### src/rtl/xbus_psum_gather.sv
// ---------------------------------------------------------------------------
// xbus_psum_gather
//
// Row-bus partial-sum return controller. Collects psums from the NUM_COL PEs
// on one row bus, picks one per cycle with a round-robin arbiter, queues them
// in a small return FIFO and presents them to the global buffer tagged with
// the source column and the row tag that was committed when the psum was
// accepted. The bus only accepts psums while the committed row tag matches
// y_id. A flush drains the FIFO before the new tag is committed.
//
// Ports:
//   clk            rising-edge clock
//   rst            synchronous active-high reset
//   flush          single-cycle request to drain and retag
//   y_tag_in       new row tag, sampled with flush
//   y_id           this bus's row ID (static after reset)
//   pe_psum_valid  per-column psum valid
//   pe_psum_data   per-column psums, column c at [c*2*DATA_WIDTH +: 2*DATA_WIDTH]
//   pe_psum_ready  one-hot (or zero) grant back to the PEs
//   gb_psum_valid  FIFO head valid toward the global buffer
//   gb_psum_data   head psum
//   gb_psum_x_id   source column of the head psum
//   gb_psum_y_id   row tag committed when the head psum was accepted
//   gb_psum_ready  global-buffer accept
//   busy           high while draining
//   stall_cnt      arbitration stall counter (optional)
//
// Optional feature: define XBUS_PSUM_STALL_CNT_EN to build the saturating
// stall counter; otherwise stall_cnt is tied to zero.
// ---------------------------------------------------------------------------
module xbus_psum_gather #(
    parameter int DATA_WIDTH = 16,
    parameter int NUM_COL    = 4,
    parameter int NUM_ROW    = 4,
    parameter int FIFO_DEPTH = 4
) (
    input  logic                              clk,
    input  logic                              rst,
    input  logic                              flush,
    input  logic [$clog2(NUM_ROW)-1:0]        y_tag_in,
    input  logic [$clog2(NUM_ROW)-1:0]        y_id,
    input  logic [NUM_COL-1:0]                pe_psum_valid,
    input  logic [NUM_COL*2*DATA_WIDTH-1:0]   pe_psum_data,
    output logic [NUM_COL-1:0]                pe_psum_ready,
    output logic                              gb_psum_valid,
    output logic [2*DATA_WIDTH-1:0]           gb_psum_data,
    output logic [$clog2(NUM_COL)-1:0]        gb_psum_x_id,
    output logic [$clog2(NUM_ROW)-1:0]        gb_psum_y_id,
    input  logic                              gb_psum_ready,
    output logic                              busy,
    output logic [15:0]                       stall_cnt
);

    localparam int PW = 2 * DATA_WIDTH;
    localparam int XW = $clog2(NUM_COL);
    localparam int YW = $clog2(NUM_ROW);
    localparam int AW = $clog2(FIFO_DEPTH);
    localparam int CW = AW + 1;

    localparam logic [CW-1:0] DEPTH_C    = CW'(FIFO_DEPTH);
    localparam logic [XW-1:0] LAST_COL_C = XW'(NUM_COL - 1);

    typedef enum logic [1:0] {
        ST_IDLE   = 2'd0,
        ST_ACTIVE = 2'd1,
        ST_DRAIN  = 2'd2
    } state_t;

    state_t          state_r;
    state_t          state_s;
    logic [YW-1:0]   tag_r;
    logic [YW-1:0]   tag_s;
    logic [YW-1:0]   pend_r;
    logic [YW-1:0]   pend_s;
    logic            busy_r;

    logic [XW-1:0]   last_grant_r;
    logic [XW-1:0]   cand_s;
    logic [XW-1:0]   grant_idx_s;
    logic            grant_found_s;
    logic            arb_en_s;
    logic            push_s;
    logic            pop_s;
    logic            drain_done_s;
    logic [PW-1:0]   push_data_s;

    logic [PW-1:0]   data_mem_r [FIFO_DEPTH];
    logic [XW-1:0]   x_mem_r    [FIFO_DEPTH];
    logic [YW-1:0]   y_mem_r    [FIFO_DEPTH];
    logic [AW-1:0]   wr_ptr_r;
    logic [AW-1:0]   rd_ptr_r;
    logic [CW-1:0]   count_r;

    // Head of the FIFO is always presented; valid follows the registered count.
    assign gb_psum_valid = (count_r != {CW{1'b0}});
    assign gb_psum_data  = data_mem_r[rd_ptr_r];
    assign gb_psum_x_id  = x_mem_r[rd_ptr_r];
    assign gb_psum_y_id  = y_mem_r[rd_ptr_r];
    assign busy          = busy_r;

    assign pop_s    = gb_psum_valid & gb_psum_ready;
    // Full-with-pop must not raise ready, so only the registered count matters.
    assign arb_en_s = (state_r == ST_ACTIVE) && (count_r < DEPTH_C);
    assign push_s   = arb_en_s & grant_found_s;
    assign push_data_s = pe_psum_data[int'(grant_idx_s) * PW +: PW];

    // The drain completes on the cycle the last entry leaves as well as when empty.
    assign drain_done_s = (count_r == {CW{1'b0}}) ||
                          ((count_r == CW'(1)) && pop_s);

    // Next-state and tag commit logic; flush always wins and reloads pending_tag.
    always_comb begin
        state_s = state_r;
        tag_s   = tag_r;
        pend_s  = pend_r;
        if (flush) begin
            state_s = ST_DRAIN;
            pend_s  = y_tag_in;
        end else if ((state_r == ST_DRAIN) && drain_done_s) begin
            tag_s   = pend_r;
            state_s = (pend_r == y_id) ? ST_ACTIVE : ST_IDLE;
        end else begin
            state_s = state_r;
        end
    end

    // State, tag and busy registers.
    always_ff @(posedge clk) begin
        if (rst) begin
            state_r <= ST_IDLE;
            tag_r   <= {YW{1'b0}};
            pend_r  <= {YW{1'b0}};
            busy_r  <= 1'b0;
        end else begin
            state_r <= state_s;
            tag_r   <= tag_s;
            pend_r  <= pend_s;
            busy_r  <= (state_s == ST_DRAIN);
        end
    end

    // Round-robin search: first valid column strictly after last_grant, wrapping.
    always_comb begin
        grant_found_s = 1'b0;
        grant_idx_s   = {XW{1'b0}};
        cand_s        = {XW{1'b0}};
        pe_psum_ready = {NUM_COL{1'b0}};
        for (int k = 1; k <= NUM_COL; k++) begin
            cand_s = XW'((int'(last_grant_r) + k) % NUM_COL);
            if (!grant_found_s && pe_psum_valid[cand_s]) begin
                grant_found_s = 1'b1;
                grant_idx_s   = cand_s;
            end else begin
                grant_found_s = grant_found_s;
            end
        end
        if (arb_en_s && grant_found_s) begin
            pe_psum_ready[grant_idx_s] = 1'b1;
        end else begin
            pe_psum_ready = {NUM_COL{1'b0}};
        end
    end

    // FIFO pointers, occupancy and arbiter history.
    always_ff @(posedge clk) begin
        if (rst) begin
            wr_ptr_r     <= {AW{1'b0}};
            rd_ptr_r     <= {AW{1'b0}};
            count_r      <= {CW{1'b0}};
            last_grant_r <= LAST_COL_C;
        end else begin
            if (push_s) begin
                wr_ptr_r     <= wr_ptr_r + AW'(1);
                last_grant_r <= grant_idx_s;
            end
            if (pop_s) begin
                rd_ptr_r <= rd_ptr_r + AW'(1);
            end
            case ({push_s, pop_s})
                2'b10:   count_r <= count_r + CW'(1);
                2'b01:   count_r <= count_r - CW'(1);
                default: count_r <= count_r;
            endcase
        end
    end

    // FIFO storage; cleared on reset so the head outputs read zero afterwards.
    always_ff @(posedge clk) begin
        if (rst) begin
            for (int i = 0; i < FIFO_DEPTH; i++) begin
                data_mem_r[i] <= {PW{1'b0}};
                x_mem_r[i]    <= {XW{1'b0}};
                y_mem_r[i]    <= {YW{1'b0}};
            end
        end else if (push_s) begin
            data_mem_r[wr_ptr_r] <= push_data_s;
            x_mem_r[wr_ptr_r]    <= grant_idx_s;
            y_mem_r[wr_ptr_r]    <= tag_r;
        end
    end

`ifdef XBUS_PSUM_STALL_CNT_EN
    logic [15:0] stall_cnt_r;
    logic        stall_s;

    // A stall cycle: ACTIVE and some requesting column was not granted.
    assign stall_s = (state_r == ST_ACTIVE) &&
                     ((pe_psum_valid & ~pe_psum_ready) != {NUM_COL{1'b0}});

    // Saturating stall counter, cleared by reset or flush.
    always_ff @(posedge clk) begin
        if (rst || flush) begin
            stall_cnt_r <= 16'h0000;
        end else if (stall_s && (stall_cnt_r != 16'hFFFF)) begin
            stall_cnt_r <= stall_cnt_r + 16'h0001;
        end
    end

    assign stall_cnt = stall_cnt_r;
`else
    assign stall_cnt = 16'h0000;
`endif

endmodule

### config.mk
export PLATFORM = sky130hd
export DESIGN_NAME = xbus_psum_gather
export DESIGN_NICKNAME = d
export VERILOG_FILES = /design/src/rtl/xbus_psum_gather.sv
export SDC_FILE = /design/constraint.sdc
export NUM_CORES = 1
export LEC_CHECK = 0
export ABC_CLOCK_PERIOD_IN_PS = 3950
export CAP_MARGIN = 20
export CORE_MARGIN = 2
export CORE_UTILIZATION = 38
export DETAILED_ROUTE_END_ITERATION = 8
export GPL_TIMING_DRIVEN = 0
export PLACE_DENSITY = 0.61
export SLEW_MARGIN = 20
export SYNTH_ARGS = -nofsm -noshare
export SYNTH_HDL_FRONTEND = slang
export SYNTH_SLANG_ARGS = --single-unit
### constraint.sdc
create_clock -name clk -period 3.95 [get_ports clk]
set_input_delay 0.5925 -clock clk [delete_from_list [all_inputs] [get_ports clk]]
set_output_delay 0.5925 -clock clk [all_outputs]
set_load 0.02 [all_outputs]
==> results.json, run 1 <==
{
  "status": "finished clean",
  "synth_area_um2": 8020,
  "fp.dieW_um": 149,
  "drc": 0,
  "ctsResizeCount": 0,
  "path_buf_inv": 3,
  "p_int_w": 0.00351,
  "crit_family": "buffers and inverters",
  "p_per_area_nw_per_um2": 440,
  "rows": 53,
  "grt_pass1_wl_mm": 34.3,
  "p_leak_nw": 4.04,
  "place_area_um2": 10300,
  "initial_core_util_pct": 38.4,
  "drt_iter0_drc": 445,
  "clockPowerShare_pct": 34.1,
  "seq_area_frac_synth_pct": 58.4,
  "vias": 5957,
  "swShare_pct": 26.5,
  "hpwlAfterDp_mm": 15.4,
  "clockRootBuffer": "clkbuf_16",
  "max_stage_delay_ns": 0.73,
  "diodes": 0,
  "final_antenna_net_count": 0,
  "h-tree-depth": 4,
  "grt_pass1_vias": 6134,
  "globalplace.congestion": 0.743,
  "fin_skew_ns": 0.0146,
  "r2r_cells": 7,
  "io_pins": 198,
  "drive_above_1_share_pct": 15.6,
  "ys_ff_latch": 162,
  "synth_simple_gate_area_share_pct": 4.20,
  "dr.pass1.iters": 4,
  "wl_per_cell_um": 21.6,
  "grt_overflow_total": 0,
  "cts_tree": "yes",
  "relSlewSlack_pct": 43.4,
  "holdPathStages": 2,
  "fin_crit_sh_pct": 89.2,
  "synth_top_family_by_area": "multiplexers",
  "dpl.cell_count": 1034,
  "nets": 923,
  "cp_max_fo": 7,
  "synth.distinct_cells": 42,
  "crit_path_end_kind": "output pin",
  "cp.arrival_ns": 2.93,
  "required_ns": 3.36,
  "fmax_ghz": 0.284,
  "critPathLaunchType": "input port",
  "synth_edf_count": 144,
  "cp_slowest_cell": "a221oi_1",
  "path_clk_slew_ns": 0.06,
  "postCtsSetupBuffers": 0,
  "yosys_warnings": 0,
  "fillers": 1803,
  "synth_compound_area_share_pct": 11.9,
  "die_h_um": 149,
  "seqPwrFrac_pct": 41.2,
  "cp.depth": 6,
  "syn_inst": 560,
  "mostFrequentLayoutCells": "clkdlybuf4s50_1, edfxtp_1, o22ai_1",
  "cts_sinks": 162,
  "drv_cap": 0,
  "worstSkewPairLatency_ns": 0.43,
  "crit_type": "in2out",
  "crit_chain": "clkdlybuf4s50_1, inv_1, o22ai_1, a221oi_1, and3_1, clkdlybuf4s50_1",
  "vdd_drop_max_uv": 300,
  "fin_cells": 1063,
  "async_flop_share_pct": 0,
  "port_buffers": 181,
  "routed_wl_mm": 23.0,
  "core_um2": 20900,
  "final_common_cell": "clkdlybuf4s50_1",
  "numCtsBuffers": 17,
  "hold_viol_final": 0,
  "grt_start_max_net_pins": 37,
  "design_area_um2": 10900,
  "grt_use_total_pct": 20.9,
  "switching_power_w": 0.00127,
  "ys.flop_type": "edfxtp_1",
  "path_common_cell": "clkdlybuf4s50_1",
  "synth_mux_area_share_pct": 18.7,
  "layout_min_cycle_time_ns": 3.53,
  "combPwrFrac_pct": 24.6,
  "antenna_found_initial": 0,
  "clockBufferDepth": 2,
  "slew_violations": 0,
  "synthAdderAreaFrac_pct": 0.781,
  "worstMarginPinSlew_ns": 0.850,
  "rsz0062_at_grt": "no",
  "area_growth_pct": 35.7,
  "worstHoldPathType": "reg2reg",
  "setup_violations": 0,
  "synthXorXnorAreaFrac_pct": 0.874,
  "synth.avg_cell_area_um2": 14.3,
  "cts_hold_buf": 0,
  "die-area_um2": 22300,
  "fin_tns_setup_ns": 0,
  "drt-vias-per-instance": 5.60
}
worst paths after layout:
| path | from | endpoint | slack [ns] |
|---|---|---|---|
| worst max-delay path | pe_psum_valid[3] | pe_psum_ready[0] | 0.42 |
| worst min-delay path | state_r[1]$_SDFF_PP0_ | state_r[1]$_SDFF_PP0_ | 0.50 |
| worst max register to register | last_grant_r[0]$_SDFFE_PP1P_ | data_mem_r[1][0]$_SDFFCE_PN0P_ | 1.63 |
| worst min register to register | state_r[1]$_SDFF_PP0_ | state_r[1]$_SDFF_PP0_ | 0.50 |
power by group through the flow:
stage	logic, W	registers, W	clock network [W]
6_report	0.00118	0.00197	0.00163
5_1_grt	0.00126	0.00198	0.00171
4_1_cts	0.00119	0.00197	0.00164
3_5_place_dp	0.00119	0.00201	0
3_3_place_gp	0.00116	0.00200	0
2_1_floorplan	0.000697	0.00200	0
stage by stage:
stage | total power (W) | worst slack (ns) | hold slack, ns | util [%]
6_report | 0.00478 | 0.425 | 0.504 | 52.1
5_1_grt | 0.00495 | 0.219 | 0.549 | 52.1
4_1_cts | 0.00481 | 0.425 | 0.509 | 52.1
3_5_place_dp | 0.00320 | 0.434 | 0.499 | 49.3
3_3_place_gp | 0.00317 | 0.226 | 0.486 | 49.0
2_1_floorplan | 0.00270 | 1.62 | 0.454 | -
final cells by class:
cell class / count / area, µm² / share of cell area [%]
plain buffers: 61 / 368 / 3.38
clock buffers: 18 / 429 / 3.95
clock inverters: 11 / 141 / 1.30
inverters: 10 / 37.5 / 0.345
multi-input cells: 342 / 2990 / 27.5
flip-flops and latches: 162 / 4680 / 43.1
well taps: 275 / 344 / 3.16
repair buffers: 184 / 1880 / 17.3
cells in the mapped netlist (5+ instances only):
cell	n	area, µm²
and2_1	5	31.3
and3_1	6	37.5
buf_2	21	105
buf_4	18	135
buf_6	6	67.6
clkbuf_1	15	56.3
dfxtp_1	18	360
edfxtp_1	144	4320
ha_1	5	62.6
inv_1	9	33.8
mux2i_1	69	691
mux4_2	36	811
nand2_1	6	22.5
nand2b_1	5	31.3
nor2_1	19	71.3
o22ai_1	130	813
logic make-up (layout without fill, tap and decap cells):
logic type	count (synthesis)	count (layout)
DFF	162	162
AOI/OAI and AO/OA	149	149
muxes	105	105
buffers and inverters	71	284
and+or+nand+nor	59	59
xor gates and xnor gates	8	8
adders and majority gates	5	5
other	1	16
flip-flops by register name, summed over array words and instances, names as in the netlist, named ones only:
| register | flops |
|---|---|
| count_r | 3 |
| state_r | 2 |
| rd_ptr_r | 2 |
| x_mem_r | 8 |
| data_mem_r | 128 |
| y_mem_r | 8 |
| pend_r | 2 |
| wr_ptr_r | 2 |
| busy | 1 |
| tag_r | 2 |
| last_grant_r | 2 |
layer usage:
metal	up-vias	global-route usage, %	routed length (µm)
met2	285	35.6	11700
met4	0	6.48	245
li1	2707	-	-
met5	-	0	0
met3	27	3.24	1600
met1	2938	27.6	9470
worst register-to-register path, cell delays in order, from the launching register on:
cell      delay, ns
dfxtp_1        0.39
nand2b_1       0.15
a21oi_1        0.08
a211oi_1       0.24
buf_4          0.31
buf_6          0.23
mux2i_1        0.47
o22ai_1        0.17
Note: power is estimated with default switching activity, not from simulation.
==> inputs of run 2 (changes only) <==
CORE_MARGIN = default   (was 2)
==> results.json, run 2 (synthesis results as in run 1) <==
{
  "grt_pass1_wl_mm": 33.6,
  "h-tree-depth": 4,
  "vias": 5984,
  "final_common_cell": "clkdlybuf4s50_1",
  "diodes": 0,
  "ctsResizeCount": 0,
  "top_regs": "data_mem_r: 128 flops, x_mem_r: 8 flops, y_mem_r: 8 flops",
  "grt_pass1_vias": 6190,
  "fin_crit_sh_pct": 89.6,
  "largest-register": "data_mem_r",
  "core_um2": 20400,
  "cts_tree": "yes",
  "status": "finished clean",
  "routed_wl_mm": 22.4,
  "cts_hold_buf": 0,
  "port_buffers": 181,
  "p_leak_nw": 4.03,
  "required_ns": 3.36,
  "drt_iter0_drc": 490,
  "initial_core_util_pct": 39.2,
  "total_power_w": 0.00478,
  "die-area_um2": 21700,
  "vdd_drop_max_uv": 268,
  "grt_start_max_net_pins": 37,
  "worstHoldPathType": "reg2reg",
  "design_area_um2": 10900,
  "largest_reg_flops": 128,
  "fp.dieW_um": 147,
  "globalplace.congestion": 0.736,
  "grt_use_total_pct": 21.0,
  "cts_sinks": 162,
  "dr.pass1.iters": 5,
  "wl_per_cell_um": 21.1,
  "layout_min_cycle_time_ns": 3.54,
  "hpwlAfterDp_mm": 15.0,
  "area_growth_pct": 35.7,
  "fin_tns_setup_ns": 0,
  "hold_viol_final": 0,
  "drive_above_1_share_pct": 16.2,
  "io_pins": 198,
  "place_ws_ns": 0.408,
  "layout_setup_ws_ns": 0.411,
  "rsz0062_at_grt": "no",
  "critPathLaunchType": "input port",
  "numCtsBuffers": 17,
  "clockBufferDepth": 2,
  "postCtsSetupBuffers": 0,
  "crit_type": "in2out",
  "fin_skew_ns": 0.0122,
  "rows": 52,
  "relSlewSlack_pct": 43.2,
  "path_clk_slew_ns": 0.07,
  "p_per_area_nw_per_um2": 439,
  "drc": 0,
  "antenna_found_initial": 0,
  "final_antenna_net_count": 0,
  "worstMarginPinSlew_ns": 0.852,
  "clockRootBuffer": "clkbuf_16",
  "slew_violations": 0,
  "grt_overflow_total": 0,
  "worstSkewPairLatency_ns": 0.43,
  "drv_cap": 0,
  "crit_path_end_kind": "output pin",
  "fmax_ghz": 0.283,
  "die_h_um": 147,
  "setup_violations": 0,
  "nets": 923,
  "place_area_um2": 10300,
  "holdWs_ns": 0.509,
  "mostFrequentLayoutCells": "clkdlybuf4s50_1, edfxtp_1, o22ai_1",
  "cp_max_fo": 7,
  "cp.arrival_ns": 2.95,
  "drt-vias-per-instance": 5.64
}
==> run 2: cell types whose count changed in the layout (fill, tap and decap cells not counted) <==
cell,previous run,this run
clkinvlp_4,2,5
clkinv_2,3,1
bufinv_16,3,2
clkinv_4,2,3
buf_12,2,3
clkbuf_1,16,15
clkinv_1,1,0
inv_6,0,3
buf_16,1,0
clkinvlp_2,0,1
==> run 2: layout make-up <==
class	instances	area [µm²]
clock inverters	15	160
repair buffers	184	1870
multi-input cells	342	2990
fillers	1746	9550
well taps	270	338
flip-flops and latches	162	4680
plain buffers	61	368
clock buffers	17	425
inverters	10	37.5
==> run 2: metrics by stage <==
step,instances,utilization [%]
2_1_floorplan,575,-
3_3_place_gp,1026,50.0
3_5_place_dp,1029,50.4
4_1_cts,1061,53.3
5_1_grt,1061,53.3
6_report,1061,53.3
==> run 2: report_power, final <==
| part | switching (W) | internal [W] | total [W] |
|---|---|---|---|
| Combinational | 0.000579 | 0.000593 | 0.00117 |
| Sequential | 0.0000308 | 0.00194 | 0.00197 |
| Clock | 0.000704 | 0.000935 | 0.00164 |
| Total | 0.00131 | 0.00347 | 0.00478 |
==> run 2: path summary, 6_finish.rpt <==
path,slack [ns],cells after the start,from,endpoint
min reg2reg,0.51,2,state_r[0]$_SDFF_PP0_,state_r[0]$_SDFF_PP0_
min,0.51,2,state_r[0]$_SDFF_PP0_,state_r[0]$_SDFF_PP0_
max,0.41,6,pe_psum_valid[2],pe_psum_ready[2]
max reg2reg,1.54,7,last_grant_r[0]$_SDFFE_PP1P_,data_mem_r[1][0]$_SDFFCE_PN0P_
==> run 2: routing by layer <==
metal  part of all wire (%)  vias to the layer above  routed length [µm]  global-route usage [%]
li1                       -                     2708                   -                       -
met1                     40                     2936                8890                    25.7
met2                     51                      307               11400                    36.6
met3                    7.8                       33                1750                    4.22
met4                    1.5                        0                 337                    7.27
met5                      0                        -                   0                       0
==> run 2: worst max-delay path, stage by stage <==
cell,delay [ns]
clkdlybuf4s50_1,0.53
nand2b_1,0.13
a21oi_1,0.09
a221oi_1,0.69
and3_1,0.30
clkdlybuf4s50_1,0.61
